## config.mk

```make
export PLATFORM = sky130hd
export DESIGN_NAME = serial_addsub
export DESIGN_NICKNAME = d
export VERILOG_FILES = /design/src/rtl/serial_addsub.sv
export SDC_FILE = /design/constraint.sdc
export NUM_CORES = 1
export LEC_CHECK = 0
export ABC_AREA = 1
export CAP_MARGIN = 20
export CORE_ASPECT_RATIO = 1.4
export CORE_MARGIN = 3
export CORE_UTILIZATION = 45
export CTS_CLUSTER_SIZE = 30
export DETAILED_ROUTE_END_ITERATION = 7
export PLACE_DENSITY = 0.69
export SETUP_SLACK_MARGIN = 0.3
export SLEW_MARGIN = 20
export SYNTH_ARGS = -nofsm -noshare
export SYNTH_HDL_FRONTEND = slang
export SYNTH_SLANG_ARGS = --single-unit
```

## constraint.sdc

```tcl
create_clock -name clk -period 1.5 [get_ports clk]
set_input_delay 0.15 -clock clk [delete_from_list [all_inputs] [get_ports clk]]
set_output_delay 0.15 -clock clk [all_outputs]
set_load 0.01 [all_outputs]
```

## src/rtl/serial_addsub.sv

```systemverilog
// Digit-serial adder/subtractor: one DIGIT-bit ripple slice time-shared over
// WIDTH/DIGIT clocks, with start/busy/done handshake and held result flags.
module serial_addsub #(
  parameter int unsigned WIDTH = 8,
  parameter int unsigned DIGIT = 1
) (
  input  logic             clk,
  input  logic             rst_n,
  input  logic             start,
  input  logic             sub,
  input  logic [WIDTH-1:0] a,
  input  logic [WIDTH-1:0] b,
  output logic             busy,
  output logic             done,
  output logic [WIDTH-1:0] sum,
  output logic             carry_out,
  output logic             overflow
);

  localparam int unsigned N  = WIDTH / DIGIT;
  localparam int unsigned CW = $clog2(N) + 1;

  typedef enum logic {
    IDLE = 1'b0,
    RUN  = 1'b1
  } state_t;

  state_t           state;
  state_t           state_next;
  logic             load_c;
  logic             step_c;
  logic             last_c;
  logic [CW-1:0]    cnt;
  logic [WIDTH-1:0] opa;
  logic [WIDTH-1:0] opb;
  logic [WIDTH-1:0] res;
  logic [WIDTH-1:0] res_next;
  logic             carry;
  logic             rip;
  logic [DIGIT-1:0] dig_sum;
  logic             dig_cout;
  logic             dig_cmsb;

  // State register
  always_ff @(posedge clk or negedge rst_n) begin
    if (!rst_n) state <= IDLE;
    else        state <= state_next;
  end

  // Next-state logic
  always_comb begin
    state_next = state;
    case (state)
      IDLE:    if (start) state_next = RUN;
      RUN:     if (cnt == CW'(N - 1)) state_next = IDLE;
      default: state_next = IDLE;
    endcase
  end

  // Control strobes for the datapath
  always_comb begin
    load_c = 1'b0;
    step_c = 1'b0;
    last_c = 1'b0;
    case (state)
      IDLE:    load_c = start;
      RUN: begin
        step_c = 1'b1;
        last_c = (cnt == CW'(N - 1));
      end
      default: ;
    endcase
  end

  // DIGIT-bit ripple slice; dig_cmsb is the carry into the slice's top bit,
  // which on the final digit is the carry into bit WIDTH-1.
  always_comb begin
    rip      = carry;
    dig_sum  = '0;
    dig_cmsb = 1'b0;
    for (int i = 0; i < int'(DIGIT); i++) begin
      dig_cmsb   = rip;
      dig_sum[i] = opa[i] ^ opb[i] ^ rip;
      rip        = (opa[i] & opb[i]) | (rip & (opa[i] ^ opb[i]));
    end
    dig_cout = rip;
    res_next = WIDTH'({dig_sum, res} >> DIGIT);
  end

  // Datapath and registered outputs
  always_ff @(posedge clk or negedge rst_n) begin
    if (!rst_n) begin
      busy      <= 1'b0;
      done      <= 1'b0;
      sum       <= '0;
      carry_out <= 1'b0;
      overflow  <= 1'b0;
      cnt       <= '0;
      opa       <= '0;
      opb       <= '0;
      res       <= '0;
      carry     <= 1'b0;
    end else begin
      done <= last_c;
      if (load_c) begin
        opa   <= a;
        opb   <= sub ? ~b : b;
        carry <= sub;
        cnt   <= '0;
        busy  <= 1'b1;
      end else if (step_c) begin
        opa   <= opa >> DIGIT;
        opb   <= opb >> DIGIT;
        carry <= dig_cout;
        res   <= res_next;
        cnt   <= cnt + CW'(1);
        if (last_c) begin
          sum       <= res_next;
          carry_out <= dig_cout;
          overflow  <= dig_cmsb ^ dig_cout;
          busy      <= 1'b0;
        end
      end
    end
  end

endmodule

```

==> run_summary.xml <==
<?xml version="1.0" encoding="UTF-8"?>
<metrics>
  <group name="logic_synthesis">
    <metric name="ys_top_cells_by_area" unit="">dfrtp_1, nand2_1, inv_1</metric>
    <metric name="yosys.area.top_type" unit="">dfrtp_1</metric>
    <metric name="most_numerous_cell_types_in_the_synthesized_netlist" unit="">nand2_1, dfrtp_1, inv_1, nand3_1, a21oi_1</metric>
    <metric name="synth-edff-count" unit="">0</metric>
    <metric name="synthMostInstantiatedCell" unit="">nand2_1</metric>
    <metric name="synth_seq_area_share" unit="%">54.16</metric>
    <metric name="synth_flop_cell" unit="">dfrtp_1</metric>
    <metric name="synthArstFlopShare" unit="%">100.0</metric>
    <metric name="postSynthAreaPerCell" unit="sq um">7.764</metric>
    <metric name="postSynthNetCount" unit="">266</metric>
    <metric name="ys_ff_latch" unit="">41</metric>
    <metric name="yosysWarningCount" unit="">0</metric>
    <metric name="synth.lib_cells_used.distinct" unit="">16</metric>
    <metric name="synthesis.area" unit="sq um">1894</metric>
    <metric name="number_of_cells_produced_by_synthesis" unit="">244</metric>
    <metric name="synth.top_cell.area_share" unit="%">54.16</metric>
  </group>
  <group name="worst_setup_path">
    <metric name="worst_ep_required_time" unit="ns">1.68</metric>
    <metric name="end_kind" unit="">register</metric>
    <metric name="critical_path_class" unit="">reg -&gt; reg</metric>
    <metric name="critical_path_arrival" unit="ns">1.37</metric>
    <metric name="startpoint_type" unit="">register</metric>
    <metric name="timing.critical_path.fanout_max" unit="">4</metric>
  </group>
  <group name="power">
    <metric name="internal-power" unit="mW">2.728</metric>
    <metric name="combPwrFrac" unit="%">36.1</metric>
    <metric name="share_seq_of_total_power" unit="%">42.9</metric>
    <metric name="netSwitchingPower" unit="mW">1.549</metric>
    <metric name="ir_drop" unit="mV">0.7038</metric>
    <metric name="power.share.clock" unit="%">20.9</metric>
    <metric name="power.static_leakage" unit="nW">1.390</metric>
    <metric name="p_per_area" unit="nW/um^2">1780</metric>
    <metric name="switching_share" unit="%">36.22</metric>
  </group>
  <group name="finish">
    <metric name="finalNetCount" unit="">305</metric>
    <metric name="fillerInstances" unit="">369</metric>
    <metric name="antenna_cells_inserted" unit="">0</metric>
    <metric name="layoutNonFillerInstCount" unit="">327</metric>
    <metric name="final_core_util" unit="%">60.30</metric>
    <metric name="synthToLayoutAreaGrowth" unit="%">26.88</metric>
    <metric name="fraction_of_layout_instances_using_a_drive_strength_above_1" unit="%">10.92</metric>
  </group>
  <group name="clock_tree">
    <metric name="tritoncts_num_sinks" unit="">41</metric>
    <metric name="clock_insertion_delay_worst_skew" unit="ns">0.29</metric>
    <metric name="cts_inserted_buffers" unit="">5</metric>
    <metric name="ctsRootBufferMaster" unit="">clkbuf_8</metric>
    <metric name="path_clk_slew" unit="ns">0.07</metric>
    <metric name="htreeDepth" unit="">2</metric>
    <metric name="cts-root-to-sink-buffers" unit="">2</metric>
    <metric name="tritoncts" unit="">built</metric>
  </group>
  <group name="timing">
    <metric name="finalHoldViolations" unit="">0</metric>
    <metric name="finalSetupViolations" unit="">0</metric>
    <metric name="timing.clock.skew" unit="ns">0.004390</metric>
    <metric name="final_critical_path_setup_slack" unit="ns">0.3102</metric>
    <metric name="hold_slack" unit="ns">0.3159</metric>
    <metric name="clock.fmax" unit="MHz">840.5</metric>
    <metric name="fin_tns_setup" unit="ns">0</metric>
    <metric name="period_needed" unit="ns">1.190</metric>
    <metric name="slew_violations" unit="">0</metric>
    <metric name="share_of_the_cycle_needed_by_the_critical_path_after_routing" unit="%">79.32</metric>
    <metric name="rsz0062_at_grt" unit="">true</metric>
    <metric name="slew-limit-headroom" unit="%">73.88</metric>
    <metric name="slew_at_the_pin_closest_to_its_max_slew_limit" unit="ns">0.3918</metric>
  </group>
  <group name="placed_design">
    <metric name="io_buffers" unit="">31</metric>
    <metric name="placed_cells_incl_taps" unit="">315</metric>
    <metric name="place_worst_setup_slack" unit="ns">0.2196</metric>
    <metric name="finalWeightedCongestion" unit="">0.7770</metric>
    <metric name="dp_wirelength" unit="microns">2387</metric>
  </group>
  <group name="route">
    <metric name="detail_route.vias_per_cell" unit="">4.679</metric>
    <metric name="ant_nets" unit="">0</metric>
    <metric name="wl" unit="microns">3528</metric>
    <metric name="drcViolationCount" unit="">0</metric>
    <metric name="route.detailed.wl_per_inst" unit="microns">10.79</metric>
    <metric name="detail_route.first_pass.iterations" unit="">4</metric>
    <metric name="drt_iter0_drc" unit="">51</metric>
    <metric name="dr_total_vias" unit="">1530</metric>
  </group>
  <group name="floorplan">
    <metric name="floorplan.rows" unit="">27</metric>
    <metric name="dieHeight" unit="microns">82.77</metric>
    <metric name="die_area" unit="sq um">5035</metric>
    <metric name="initial_utilization" unit="%">47.52</metric>
    <metric name="io_pins" unit="">32</metric>
    <metric name="core_area" unit="sq um">3986</metric>
    <metric name="die_w" unit="microns">60.84</metric>
  </group>
  <group name="global_routing">
    <metric name="via_count_of_the_first_global_routing_pass" unit="">1347</metric>
    <metric name="grt.total_usage" unit="%">15.54</metric>
    <metric name="number_of_antenna_violations_at_the_first_check_in_global_routing" unit="">0</metric>
    <metric name="remaining_overflow_grt" unit="">0</metric>
    <metric name="grt_pass1_wl" unit="microns">5775</metric>
    <metric name="grt_max_degree" unit="">26</metric>
  </group>
  <group name="min_path">
    <metric name="min_path_type" unit="">in -&gt; async</metric>
  </group>
  <group name="job">
    <metric name="drv_cap" unit="">0</metric>
  </group>
  <group name="run_status">
    <metric name="result_of_the_run" unit="">finished, final reports clean</metric>
  </group>
</metrics>
[critical path: stages (launching register included)]
cell and delay [ns]:
dfrtp_1 0.41, fa_2 0.44, nand2_2 0.08, nand2_2 0.06
nand2_1 0.06, nand2_1 0.04
[metal layers]
layer / track usage (%) / wire length (microns) / vias to the layer above
li1: - / - / 811
met1: 16.87 / 1508 / 682
met2: 27.52 / 1783 / 29
met3: 4.644 / 125 / 8
met4: 6.508 / 110 / 0
met5: 0 / 0 / -
[final cells by class]
cell class	count	area, sq um	area share (%)
sequential	41	1027	42.74
multi-input combinational	171	739.5	30.77
timing repair buffer	39	365.4	15.20
inverter	25	101.3	4.217
clock buffer	7	86.33	3.592
tap	43	53.80	2.238
clock inverter	1	30.03	1.249
[state kept, by name (all words and copies together), names as in the netlist]
signal,count
opa,8
opb,8
sum,8
res,7
cnt,4
busy,1
carry,1
carry_out,1
done,1
overflow,1
state,1
[kinds of logic after synthesis]
| kind of cell | synth area share (%) |
|---|---|
| buffers and inverters | 8.454 |
| AND/OR/NAND/NOR | 33.03 |
| adder cells (fa/ha/maj) | 1.717 |
| AO/OA/AOI/OAI | 2.642 |
| flip-flops | 54.16 |
[stage by stage]
stage               cell area (sq um)  power, mW
global route                     2404      4.663
detailed placement               2245      3.376
CTS                              2360      4.208
floorplan                        1894      2.832
global placement                 2245      3.333
finish                           2404      4.277
[power by group through the flow]
stage / registers [mW] / logic [mW] / clock network [mW]
after global placement: 1.85 / 1.49 / 0
final: 1.84 / 1.55 / 0.894
after CTS: 1.84 / 1.44 / 0.926
after global routing: 1.90 / 1.79 / 0.974
after detailed placement: 1.86 / 1.52 / 0
after floorplan: 1.83 / 1.00 / 0
[placed cells by master, fill, tap and decap left out, types with 2 or more instances in the layout]
cell type	count
dlygate4sd2_1	12
a21oi_1	9
inv_1	21
nand3_1	10
clkbuf_8	6
nand2_1	134
inv_2	2
dfrtp_1	40
nor2_1	6
nand2_4	2
clkdlybuf4s50_1	18
nor2_4	2
nand2_2	5
buf_4	6
[repair_timing]
item                                    in CTS  in global routing
hold buffers                                 1                  0
gates cloned                                 0                  1
pin swaps                                    1                 12
endpoints found under the setup margin      31                 14
endpoints found under the hold margin       16                  0
resized for setup                           14                  9
buffers inserted                             0                  2
[worst paths after layout]
check | start | endpoint | slack [ns] | cells past startpoint
min | rst_n | sum[4]$_DFFE_PN0P_ | 0.32 | 2
min in group clk | a[7] | opa[7]$_DFFE_PN0P_ | 0.39 | 3
max reg2reg | opb[0]$_DFFE_PN0P_ | overflow$_DFFE_PN0P_ | 0.31 | 5
min reg2reg | sum[2]$_DFFE_PN0P_ | sum[2]$_DFFE_PN0P_ | 0.47 | 2
max in group asynchronous | rst_n | state$_DFF_PN0_ | 0.71 | 3
max | opb[0]$_DFFE_PN0P_ | overflow$_DFFE_PN0P_ | 0.31 | 5
Power figures use the tool's default switching activity.
